===== src/rtl/hazard_ctrl.sv =====
// Hazard and sequencing controller for the 5-stage RV32I pipeline: load-use
// stalls, EX redirects, data-memory waits and post-reset hold. Optional perf counters: HAZARD_PERF_CNT_EN.
module hazard_ctrl #(
    parameter int unsigned RST_HOLD = 2,
    parameter int unsigned CNT_W    = 32
) (
    input  logic       clk,
    input  logic       rst,
    input  logic [4:0] rs1_D,
    input  logic [4:0] rs2_D,
    input  logic       use_rs1_D,
    input  logic       use_rs2_D,
    input  logic [4:0] Rd_E,
    input  logic       MemRead_E,
    input  logic       redirect_E,
    input  logic       dmem_req_M,
    input  logic       dmem_ready,
    output logic       pc_en,
    output logic       if_id_en,
    output logic       id_ex_en,
    output logic       ex_mem_en,
    output logic       if_id_flush,
    output logic       id_ex_flush,
    output logic       busy
`ifdef HAZARD_PERF_CNT_EN
    ,
    output logic [CNT_W-1:0] stall_cycles,
    output logic [CNT_W-1:0] flush_events,
    output logic [CNT_W-1:0] loaduse_events
`endif
);

    localparam int unsigned HOLD_W    = (RST_HOLD > 0) ? $clog2(RST_HOLD + 1) : 1;
    localparam int unsigned HOLD_LAST = (RST_HOLD > 0) ? RST_HOLD - 1 : 0;

    typedef enum logic [1:0] {
        S_HOLD     = 2'd0,
        S_RUN      = 2'd1,
        S_MEM_WAIT = 2'd2
    } state_t;

    localparam state_t RST_STATE = (RST_HOLD == 0) ? S_RUN : S_HOLD;

    state_t              r_state;
    state_t              w_next_state;
    logic [HOLD_W-1:0]   r_hold_cnt;
    logic [HOLD_W-1:0]   w_hold_cnt_next;
    logic                w_mem_stall;
    logic                w_load_use;
    logic                w_release;
    logic                w_stall_evt;
    logic                w_redirect_evt;
    logic                w_loaduse_evt;

    assign w_mem_stall = dmem_req_M && !dmem_ready;
    assign w_load_use  = MemRead_E && (Rd_E != 5'd0) &&
                         ((use_rs1_D && (rs1_D == Rd_E)) ||
                          (use_rs2_D && (rs2_D == Rd_E)));

    // State and hold-counter register
    always_ff @(posedge clk) begin
        if (rst) begin
            r_state    <= RST_STATE;
            r_hold_cnt <= '0;
        end else begin
            r_state    <= w_next_state;
            r_hold_cnt <= w_hold_cnt_next;
        end
    end

    // Next state and pipeline controls; reset overrides everything at the end
    always_comb begin
        w_next_state    = r_state;
        w_hold_cnt_next = r_hold_cnt;
        pc_en           = 1'b0;
        if_id_en        = 1'b0;
        id_ex_en        = 1'b0;
        ex_mem_en       = 1'b0;
        if_id_flush     = 1'b0;
        id_ex_flush     = 1'b0;
        busy            = 1'b0;
        w_release       = 1'b0;
        w_stall_evt     = 1'b0;
        w_redirect_evt  = 1'b0;
        w_loaduse_evt   = 1'b0;

        case (r_state)
            S_HOLD: begin
                id_ex_en    = 1'b1;
                ex_mem_en   = 1'b1;
                if_id_flush = 1'b1;
                id_ex_flush = 1'b1;
                busy        = 1'b1;
                if (r_hold_cnt == HOLD_W'(HOLD_LAST)) begin
                    w_next_state    = S_RUN;
                    w_hold_cnt_next = '0;
                end else begin
                    w_hold_cnt_next = r_hold_cnt + HOLD_W'(1);
                end
            end
            S_RUN: begin
                if (w_mem_stall) begin
                    busy         = 1'b1;
                    w_next_state = S_MEM_WAIT;
                end else begin
                    w_release = 1'b1;
                end
            end
            S_MEM_WAIT: begin
                if (dmem_ready) begin
                    w_release    = 1'b1;
                    w_next_state = S_RUN;
                end else begin
                    busy = 1'b1;
                end
            end
            default: begin
                w_next_state = S_HOLD;
            end
        endcase

        // Redirect outranks load-use: the decode instruction is on the wrong path
        if (w_release) begin
            pc_en     = 1'b1;
            if_id_en  = 1'b1;
            id_ex_en  = 1'b1;
            ex_mem_en = 1'b1;
            if (redirect_E) begin
                if_id_flush    = 1'b1;
                id_ex_flush    = 1'b1;
                w_redirect_evt = 1'b1;
            end else if (w_load_use) begin
                pc_en         = 1'b0;
                if_id_en      = 1'b0;
                id_ex_flush   = 1'b1;
                w_loaduse_evt = 1'b1;
            end
        end

        w_stall_evt = ((r_state == S_RUN) || (r_state == S_MEM_WAIT)) && !pc_en;

        if (rst) begin
            pc_en           = 1'b0;
            if_id_en        = 1'b0;
            id_ex_en        = 1'b0;
            ex_mem_en       = 1'b0;
            if_id_flush     = 1'b1;
            id_ex_flush     = 1'b1;
            busy            = 1'b1;
            w_stall_evt     = 1'b0;
            w_redirect_evt  = 1'b0;
            w_loaduse_evt   = 1'b0;
            w_next_state    = RST_STATE;
            w_hold_cnt_next = '0;
        end
    end

`ifdef HAZARD_PERF_CNT_EN
    logic [CNT_W-1:0] r_stall_cycles;
    logic [CNT_W-1:0] r_flush_events;
    logic [CNT_W-1:0] r_loaduse_events;

    // Saturating event counters
    always_ff @(posedge clk) begin
        if (rst) begin
            r_stall_cycles   <= '0;
            r_flush_events   <= '0;
            r_loaduse_events <= '0;
        end else begin
            if (w_stall_evt && (r_stall_cycles != '1))
                r_stall_cycles <= r_stall_cycles + CNT_W'(1);
            if (w_redirect_evt && (r_flush_events != '1))
                r_flush_events <= r_flush_events + CNT_W'(1);
            if (w_loaduse_evt && (r_loaduse_events != '1))
                r_loaduse_events <= r_loaduse_events + CNT_W'(1);
        end
    end

    assign stall_cycles   = r_stall_cycles;
    assign flush_events   = r_flush_events;
    assign loaduse_events = r_loaduse_events;
`endif

endmodule


===== config.mk =====
export PLATFORM = sky130hd
export DESIGN_NAME = hazard_ctrl
export DESIGN_NICKNAME = d
export VERILOG_FILES = /design/src/rtl/hazard_ctrl.sv
export SDC_FILE = /design/constraint.sdc
export NUM_CORES = 1
export LEC_CHECK = 0
export CAP_MARGIN = 20
export CORE_MARGIN = 5
export CORE_UTILIZATION = 35
export CTS_CLUSTER_SIZE = 24
export DETAILED_ROUTE_END_ITERATION = 12
export PLACE_DENSITY = 0.74
export SLEW_MARGIN = 10
export SYNTH_ARGS = -nofsm -noshare
export SYNTH_HDL_FRONTEND = slang
export SYNTH_SLANG_ARGS = --single-unit

===== constraint.sdc =====
create_clock -name clk -period 1.9 [get_ports clk]
set_input_delay 0.38 -clock clk [delete_from_list [all_inputs] [get_ports clk]]
set_output_delay 0.38 -clock clk [all_outputs]
set_load 0.05 [all_outputs]

==> results of run 1 <==
## cell usage in the layout, fill, tap and decap left out, types with 3 or more instances in the layout
cell type and count:
buf_4 12, clkdlybuf4s50_1 5, nor2_1 6, buf_6 5
xnor2_1 3, xor2_1 8, buf_12 6, clkbuf_4 3
buf_2 8, dlygate4sd2_1 5
## critical path: cells and delay by family, from the launching register on
family                     cells  cell delay (ns)
AOI/OAI and AO/OA              3             0.75
DFF                            1             0.37
buffers and inverters          2             0.19
adders and majority gates      1             0.15
## what timing repair did
action / CTS / global route
hold buffers: 0 / 0
endpoints found under the hold margin: 0 / 0
setup endpoints to repair: 7 / 7
gates cloned: 0 / 0
pin swaps: 16 / 11
setup buffers: 1 / 3
gates resized for setup: 61 / 9
## cell families after synthesis
family | share of synthesized area, %
DFF | 16.9
and+or+nand+nor | 22.0
muxes | 2.12
xor gates and xnor gates | 20.4
AOI/OAI and AO/OA | 20.9
buffers and inverters | 7.14
adders and majority gates | 10.6
## power groups by stage
| stage | registers, mW | clock network, mW | logic [mW] |
|---|---|---|---|
| 6_report | 0.143 | 0.111 | 0.727 |
| 5_1_grt | 0.145 | 0.122 | 0.775 |
| 3_3_place_gp | 0.131 | 0 | 0.637 |
| 4_1_cts | 0.143 | 0.116 | 0.660 |
| 3_5_place_dp | 0.132 | 0 | 0.649 |
| 2_1_floorplan | 0.130 | 0 | 0.373 |
## per-layer routing
| metal | vias to the layer above | share of wire, % |
|---|---|---|
| li1 | 288 | - |
| met1 | 263 | 41 |
| met2 | 21 | 49 |
| met3 | 6 | 6.0 |
| met4 | 0 | 3.2 |
| met5 | - | 0 |
## flip-flops by register name, summed over array words and instances (netlist names)
name and count:
r_state 2, r_hold_cnt 2
## through the flow
step                      hold slack, ns  setup slack (ns)  instances
final                              0.474            -0.196        114
after global routing               0.510            -0.241        114
after CTS                          0.478            -0.216        112
after detailed placement           0.468            -0.598        108
after global placement             0.458            -0.556        108
after floorplan                    0.443           -0.0650         57
## final timing paths
path	from	end	slack [ns]
setup / recovery	r_state[0]	id_ex_flush	-0.20
hold / removal	r_hold_cnt[1]	r_hold_cnt[1]	0.47
setup reg to reg	r_state[1]	r_state[0]	0.33
hold reg to reg	r_hold_cnt[1]	r_hold_cnt[1]	0.47
## cell type report
class	instances	area (um2)	share of cell area, %
well taps	15	18.8	1.85
clock buffers	3	22.5	2.22
flip-flops and latches	4	87.6	8.65
repair buffers	42	405	40.0
inverters	4	20.0	1.98
multi-input cells	46	458	45.2
==> metrics.yaml, run 1 <==
die:
  die_y_um: 46.8
  die-area_um2: 2190
  io-pin-count: 30
  die_w_um: 46.8
  initial_core_util_pct: 36.8
  rows: 13
  core_um2: 1280
drt:
  drt_iter0_markers: 2
  vias: 578
  dr.pass1.iters: 3
  routedWlPerCell_um: 15.2
  finalWirelength_um: 1740
  drcViolationCount: 0
  vias_per_cell: 5.07
  ant_nets: 0
clocking:
  path_clk_slew_ns: 0.04
  h-tree-depth: 1
  numCtsBuffers: 3
  ctsRootBufferMaster: "clkbuf_4"
  clockBufferDepth: 2
  cts_tree: "done"
  cts_sinks: 4
  clock_latency_ns: 0.25
timing:
  finClkSkew_ns: 0.00998
  min_period_ns: 2.10
  final_hold_viol_count: 0
  max_freq_ghz: 0.477
  finalCritPeriodShare_pct: 110
  slew_headroom_pct: 77.5
  final.setup.tns_ns: -0.710
  setup_violations: 6
  worst_pin_slew_ns: 0.337
  worst_slack_ns: -0.196
  rsz0062_at_grt: "yes"
  slew_violations: 0
hold_path:
  hold_path.class: "reg -> reg"
  whs_path_depth: 1
yosys:
  ys.flop_type: "dfxtp_1"
  yosys.cell_types.count: 30
  yosys.area.top_type_share_pct: 16.9
  yosys-top-cells-area: "dfxtp_1 (17%), xor2_1 (15%), ha_1 (11%), xnor2_1 (5.6%), nor2_1 (4.8%)"
  synth_top_cell_by_area: "dfxtp_1"
  yosys_warnings: 0
  synthCells: 57
  syn_nets: 84
  synth_most_common_cell: "xor2_1"
  async_flop_share_pct: 0
  synth-seq-cells: 4
  syn_area_per_cell_um2: 8.30
  syn_area_um2: 473
  synth_commonest_cells: "xor2_1 (8), nor2_1 (6), dfxtp_1 (4), ha_1 (4), inv_1 (4)"
  synth-edff-count: 0
  seq_area_frac_synth_pct: 16.9
global_route:
  grt_pass1_vias: 663
  met1_usage_pct: 21.1
  grt_max_degree: 8
  grt_usage_pct: 17.5
  grt_first_pass_wirelength_um: 2740
  grt_use_met3_pct: 5.75
  antenna_found_initial: 0
  grt_overflow_total: 0
  top_usage_layer: "met2"
  use_met2_pct: 29.5
setup_path:
  endpoint_kind: "output port"
  cp_slowest_cell: "dfxtp_4"
  worstPathRequired_ns: 1.52
  arrival_ns: 1.72
  crit_chain: "inv_4 -> ha_4 -> a22o_4 -> a311o_2 -> o21bai_4 -> buf_12"
  cp_slowest_stage_delay_ns: 0.37
  rr_worst_depth: 7
  crit_fanout: 3
  crit_type: "reg -> out"
  crit_path_start_kind: "flip-flop"
place:
  io_buffers: 29
  gp_routability_congestion: 0.702
  placed_cell_area_um2: 946
  dpl.hpwl_um: 1330
run:
  maxCapViolations: 0
pwr:
  finalPower_mw: 0.982
  power_frac_comb_pct: 74.1
  peakVddDrop_v: 0.000801
  sw_frac_of_total_pct: 43.6
  power_frac_clock_pct: 11.3
  p_switching_mw: 0.428
  powerDensity_nw_per_um2: 970
  pwr-share-seq_pct: 14.6
  p_leak_nw: 0.452
  intPower_mw: 0.554
finish:
  diodes: 0
  fin_area_um2: 1010
  post-route-util_pct: 78.8
  drive_gt1_share_pct: 55.6
  final_nets: 128
  fillers: 88
  syn_to_final_growth_pct: 114
status:
  violations: "setup timing"
  status: "finished with violations"
(Power assumes the default switching activity.)
==> run 2: changes to the inputs <==
- PLACE_DENSITY: 0.74 -> 0.77
- RECOVER_POWER: default -> 25
==> run 2 against run 1 <==
  * The run still ends with setup timing left
  * Count of clock-buffer cells in the layout unchanged
  * Non-clock buffer count increased by 3
  * Via count increased by 2.6%
  * Largest power group unchanged
  * Critical endpoint unchanged
  * Highest routed layer is now met3
  * Sequential cell count unchanged
  * Register-to-register slack about the same
  * Clock power decreased by 7%
  * Final cell count increased by 2.6%
  * Sequential share of layout area decreased by 0.48 points
==> metrics.yaml, run 2 (synthesis gave the netlist of run 1 again) <==
status:
  status: "finished with violations"  # unchanged
  violations: "setup timing"  # unchanged
setup_path:
  worstPathRequired_ns: 1.52  # about the same
  cp_slowest_cell: "dfxtp_4"  # unchanged
  endpoint_kind: "output port"  # unchanged
  rr_worst_depth: 6  # was 7
  regToRegEndpoint: "r_state[0]"  # unchanged
  crit_type: "reg -> out"  # unchanged
  crit_path_start_kind: "flip-flop"  # unchanged
  arrival_ns: 1.73  # was 1.72 ns
  reg2reg_from: "r_state[1]"  # unchanged
  reg2reg_slack_ns: 0.33  # about the same
  crit_chain: "inv_2 -> ha_2 -> a22o_1 -> a311o_2 -> o21bai_4 -> buf_12"  # was inv_4 -> ha_4 -> a22o_4 -> a311o_2 -> o21bai_4 -> buf_12
  cp_slowest_stage_delay_ns: 0.36  # was 0.37 ns
  startpoint: "r_state[1]"  # was r_state[0]
  crit_fanout: 3  # unchanged
drt:
  vias_per_cell: 5.07  # about the same
  vias: 593  # was 578
  ant_nets: 0  # unchanged
  routedWlPerCell_um: 16.1  # was 15.2 um
  finalWirelength_um: 1880  # was 1740 um
  dr.pass1.iters: 5  # was 3
  drcViolationCount: 0  # unchanged
  drt_iter0_markers: 17  # was 2
clocking:
  cts_tree: "done"  # unchanged
  clock_latency_ns: 0.23  # was 0.25 ns
  h-tree-depth: 1  # unchanged
  cts_sinks: 4  # unchanged
  ctsRootBufferMaster: "clkbuf_4"  # unchanged
  clockBufferDepth: 2  # unchanged
  path_clk_slew_ns: 0.04  # about the same
  numCtsBuffers: 3  # unchanged
finish:
  final_nets: 131  # was 128
  final_common_cell: "buf_4"  # unchanged
  final_cell_mix: "buf_4 (15), nor2_1 (6), clkdlybuf4s50_1 (6), dlygate4sd2_1 (6), buf_12 (6)"  # was buf_4 (12), xor2_1 (8), buf_2 (8), nor2_1 (6), buf_12 (6)
  drive_gt1_share_pct: 57.8  # was 55.6%
  largest_registers: "r_hold_cnt (2), r_state (2)"  # unchanged
  syn_to_final_growth_pct: 127  # was 114%
  diodes: 0  # unchanged
place:
  gp_routability_congestion: 0.696  # was 0.702
  dpl.hpwl_um: 1480  # was 1330 um
  io_buffers: 29  # unchanged
timing:
  holdWs_ns: 0.489  # was 0.474 ns
  worst_pin_slew_ns: 0.322  # was 0.337 ns
  slew_violations: 0  # unchanged
  setup_violations: 6  # unchanged
  min_period_ns: 2.11  # was 2.10 ns
  final_hold_viol_count: 0  # unchanged
  slew_headroom_pct: 78.5  # was 77.5%
  max_freq_ghz: 0.475  # was 0.477 GHz
  rsz0062_at_grt: "yes"  # unchanged
  finClkSkew_ns: 0.00450  # was 0.00998 ns
  worst_slack_ns: -0.207  # was -0.196 ns
  finalCritPeriodShare_pct: 111  # was 110%
die:
  rows: 13  # unchanged
  core_um2: 1280  # unchanged
  io-pin-count: 30  # unchanged
  initial_core_util_pct: 36.8  # unchanged
  die_w_um: 46.8  # unchanged
  die-area_um2: 2190  # unchanged
  die_y_um: 46.8  # unchanged
global_route:
  antenna_found_initial: 0  # unchanged
  grt_first_pass_wirelength_um: 2680  # was 2740 um
  grt_max_degree: 8  # unchanged
  grt_overflow_total: 0  # unchanged
  grt_pass1_vias: 608  # was 663
  grt_usage_pct: 17.2  # was 17.5%
hold_path:
  hold_path_end: "r_hold_cnt[1]"  # unchanged
  hold_path.class: "reg -> reg"  # unchanged
  whs_path_depth: 1  # unchanged
  worstHoldStart: "r_hold_cnt[1]"  # unchanged
run:
  maxCapViolations: 0  # unchanged
pwr:
  sw_frac_of_total_pct: 43.8  # was 43.6%
  intPower_mw: 0.539  # was 0.554 mW
  peakVddDrop_v: 0.000905  # was 0.000801 V
  power_frac_comb_pct: 74.9  # was 74.1%
  p_switching_mw: 0.420  # was 0.428 mW
  finalPower_mw: 0.960  # was 0.982 mW
  power_frac_clock_pct: 10.7  # was 11.3%
  pwr-share-seq_pct: 14.5  # was 14.6%
  p_leak_nw: 0.481  # was 0.452 nW
  powerDensity_nw_per_um2: 895  # was 970 nW/um2
## run 2: cell types whose count changed in the layout (fill, tap and decap cells not counted), moves of 3 or more
cell	delta
buf_2	-5
buf_4	+3
xor2_2	+5
xor2_1	-5
## run 2: how the worst max path moves through the flow
stage                             end  slack, ns  depth (start not counted)
final                     id_ex_flush      -0.21                          6
after global routing      id_ex_flush      -0.23                          6
after CTS                       pc_en      -0.29                          7
after global placement          pc_en      -0.50                          6
after floorplan                 pc_en      -0.07                          5
after detailed placement        pc_en      -0.56                          6
## run 2: power by group through the flow
| stage | registers, mW | logic (mW) | clock network [mW] |
|---|---|---|---|
| floorplan | 0.130 | 0.373 | 0 |
| global placement | 0.131 | 0.633 | 0 |
| detailed placement | 0.132 | 0.657 | 0 |
| CTS | 0.131 | 0.688 | 0.110 |
| global route | 0.142 | 0.761 | 0.115 |
| finish | 0.139 | 0.718 | 0.103 |
## run 2: timing repair
item	CTS	global route
endpoints found under the setup margin	6	7
pin swaps	11	9
hold buffers	0	0
resized for setup	45	21
buffers inserted	2	2
endpoints found under the hold margin	0	0
## run 2: final cells by class
class / count / area (um2)
repair buffers: 45 / 452
flip-flops and latches: 4 / 87.6
fillers: 74 / 213
well taps: 15 / 18.8
clock buffers: 3 / 22.5
multi-input cells: 46 / 474
inverters: 4 / 17.5
## run 2: worst max-delay path, delay by kind of cell, from the launching register on
kind,cells,cell delay (ns)
AO/OA/AOI/OAI,3,0.74
adder cells (fa/ha/maj),1,0.18
buffers and inverters,2,0.21
flip-flops,1,0.36
## run 2: through the flow
step	setup TNS (ns)	cell area, um2	util (%)	cells	setup WS [ns]
finish	-1.06	1070	83.4	117	-0.207
global route	-1.32	1070	83.4	117	-0.226
CTS	-1.15	1030	79.9	115	-0.294
detailed placement	-2.39	961	74.8	110	-0.563
global placement	-2.18	961	74.8	110	-0.497
floorplan	-0.152	527	-	57	-0.0650
## run 2: routing by layer
layer  vias up  track usage, %  part of all wire, %
met4         0            7.18                    0
met5         -               0                    0
met3         0            1.15                  3.8
met2        16            32.0                   55
met1       284            20.1                   41
li1        293               -                    -
==> run 3: changes to the inputs <==
- CORE_MARGIN: 5 -> 1.5
==> run 3 against run 2 <==
  * The run still ends with setup timing left
  * Fmax shrank 0.17%
  * Count of clock-buffer cells in the layout is the same
  * Via count down 2.4%
  * Setup slack lost 0.0036 ns
  * Global-route usage is 6.0 points higher
  * Die area is 28% lower
  * Largest power group unchanged
  * Highest routed layer is now met4
==> metrics.yaml, run 3 (synthesis gave the netlist of run 1 again) <==
place:
  io_buffers: 29  # unchanged
  gp_routability_congestion: 0.769  # was 0.696
  placed_cell_area_um2: 961  # unchanged
  dpl.hpwl_um: 1330  # was 1480 um
finish:
  final_common_cell: "buf_4"  # unchanged
  fillers: 73  # was 74
  largest_registers: "r_hold_cnt (2), r_state (2)"  # unchanged
  post-route-util_pct: 84.4  # was 83.4%
  drive_gt1_share_pct: 57.4  # was 57.8%
  diodes: 0  # unchanged
  final_cell_mix: "buf_4 (15), nor2_1 (6), buf_12 (6), xor2_2 (5), clkdlybuf4s50_1 (5)"  # was buf_4 (15), nor2_1 (6), clkdlybuf4s50_1 (6), dlygate4sd2_1 (6), buf_12 (6)
  fin_area_um2: 1080  # was 1070 um2
  final_nets: 130  # was 131
  syn_to_final_growth_pct: 129  # was 127%
die:
  die_w_um: 39.8  # was 46.8 um
  core_um2: 1280  # unchanged
  initial_core_util_pct: 36.8  # unchanged
  die_y_um: 39.8  # was 46.8 um
  die-area_um2: 1580  # was 2190 um2
  rows: 13  # unchanged
  io-pin-count: 30  # unchanged
timing:
  rsz0062_at_grt: "yes"  # unchanged
  max_freq_ghz: 0.474  # was 0.475 GHz
  worst_slack_ns: -0.211  # was -0.207 ns
  worst_pin_slew_ns: 0.310  # was 0.322 ns
  finalCritPeriodShare_pct: 111  # about the same
  holdWs_ns: 0.473  # was 0.489 ns
  setup_violations: 6  # unchanged
  slew_violations: 0  # unchanged
  slew_headroom_pct: 79.3  # was 78.5%
  finClkSkew_ns: 0.000149  # was 0.00450 ns
  min_period_ns: 2.11  # about the same
  final_hold_viol_count: 0  # unchanged
hold_path:
  whs_path_depth: 1  # unchanged
  worstHoldStart: "r_hold_cnt[1]"  # unchanged
  hold_path.class: "reg -> reg"  # unchanged
  hold_path_end: "r_hold_cnt[1]"  # unchanged
status:
  status: "finished with violations"  # unchanged
  violations: "setup timing"  # unchanged
global_route:
  grt_first_pass_wirelength_um: 2450  # was 2680 um
  antenna_found_initial: 0  # unchanged
  grt_usage_pct: 23.2  # was 17.2%
  grt_pass1_vias: 596  # was 608
  grt_max_degree: 8  # unchanged
  grt_overflow_total: 0  # unchanged
setup_path:
  cp_slowest_stage_delay_ns: 0.38  # was 0.36 ns
  reg2reg_slack_ns: 0.42  # was 0.33 ns
  worstPathRequired_ns: 1.52  # about the same
  crit_chain: "inv_2 -> ha_2 -> a22o_1 -> a311o_2 -> o21bai_4 -> buf_12"  # unchanged
  crit_fanout: 3  # unchanged
  crit_path_start_kind: "flip-flop"  # unchanged
  rr_worst_depth: 6  # unchanged
  reg2reg_from: "r_state[0]"  # was r_state[1]
  endpoint_kind: "output port"  # unchanged
  arrival_ns: 1.73  # about the same
  cp_slowest_cell: "a311o_2"  # was dfxtp_4
  regToRegEndpoint: "r_state[0]"  # unchanged
  crit_type: "reg -> out"  # unchanged
drt:
  finalWirelength_um: 1710  # was 1880 um
  drcViolationCount: 0  # unchanged
  ant_nets: 0  # unchanged
  dr.pass1.iters: 3  # was 5
  routedWlPerCell_um: 14.8  # was 16.1 um
  vias_per_cell: 4.99  # was 5.07
  vias: 579  # was 593
  drt_iter0_markers: 5  # was 17
pwr:
  peakVddDrop_v: 0.000728  # was 0.000905 V
  powerDensity_nw_per_um2: 882  # was 895 nW/um2
  p_leak_nw: 0.490  # was 0.481 nW
clocking:
  ctsRootBufferMaster: "clkbuf_4"  # unchanged
  clockBufferDepth: 2  # unchanged
  cts_sinks: 4  # unchanged
  clock_latency_ns: 0.23  # about the same
  path_clk_slew_ns: 0.04  # about the same
  hold_buffers: 0  # unchanged
  cts_tree: "done"  # unchanged
  numCtsBuffers: 3  # unchanged
  h-tree-depth: 1  # unchanged
run:
  maxCapViolations: 0  # unchanged
==> run 3: cell count changes in the layout (fill, tap and decap cells not counted), sizes merged <==
cell / previous run / this run
clkbuf: 6 / 5
dlymetal6s2s: 1 / 2
dlygate4sd2: 6 / 3
clkdlybuf4s15: 0 / 3
clkdlybuf4s50: 6 / 5
==> run 3: critical path, delay by kind of cell (launching register included) <==
family                     cells  cell delay, ns
adders and majority gates      1            0.17
DFF                            1            0.36
buffers and inverters          2            0.20
AOI/OAI and AO/OA              3            0.77
==> run 3: repair_timing <==
action / CTS / global route
endpoints found under the setup margin: 7 / 7
resized for setup: 45 / 27
buffers inserted: 2 / 1
cloned: 0 / 0
hold endpoints to repair: 0 / 0
pin swaps: 14 / 13
==> run 3: worst max path at each step <==
| stage | start | end | slack, ns | cells after the start |
|---|---|---|---|---|
| 2_1_floorplan | Rd_E[3] | pc_en | -0.07 | 5 |
| 3_3_place_gp | Rd_E[3] | pc_en | -0.48 | 6 |
| 3_5_place_dp | Rd_E[3] | pc_en | -0.52 | 6 |
| 4_1_cts | Rd_E[1] | pc_en | -0.27 | 7 |
| 5_1_grt | r_state[1] | id_ex_flush | -0.26 | 6 |
| 6_report | r_state[1] | id_ex_flush | -0.21 | 6 |
==> run 3: routing by layer <==
layer	part of all wire [%]	GRT usage (%)	routed length, um	up-vias
li1	-	-	-	284
met1	44	27.9	751	281
met2	52	39.8	888	12
met3	3.1	2.84	53	2
met4	1.1	11.2	19	0
met5	0	0	0	-
==> run 3: area by class of cell <==
type | instances | area, um2 | share of cell area [%]
clock buffers | 3 | 22.5 | 2.08
inverters | 4 | 15.0 | 1.38
multi-input cells | 46 | 480 | 44.3
well taps | 15 | 18.8 | 1.73
repair buffers | 44 | 463 | 42.7
flip-flops and latches | 4 | 85.1 | 7.84
==> run 3: power breakdown <==
part           leakage [nW]  total (mW)  switching, mW  internal, mW
Combinational         0.442       0.723          0.356         0.367
Clock                0.0138       0.101         0.0308        0.0704
Sequential           0.0339       0.132         0.0222         0.110
==> run 3: through the flow <==
step	power (mW)	worst slack [ns]	std cells	setup TNS [ns]
after floorplan	0.503	-0.0650	57	-0.152
after global placement	0.764	-0.485	110	-2.13
after detailed placement	0.778	-0.517	110	-2.33
after CTS	0.933	-0.272	115	-1.11
after global routing	1.01	-0.257	116	-1.26
final	0.956	-0.211	116	-0.879
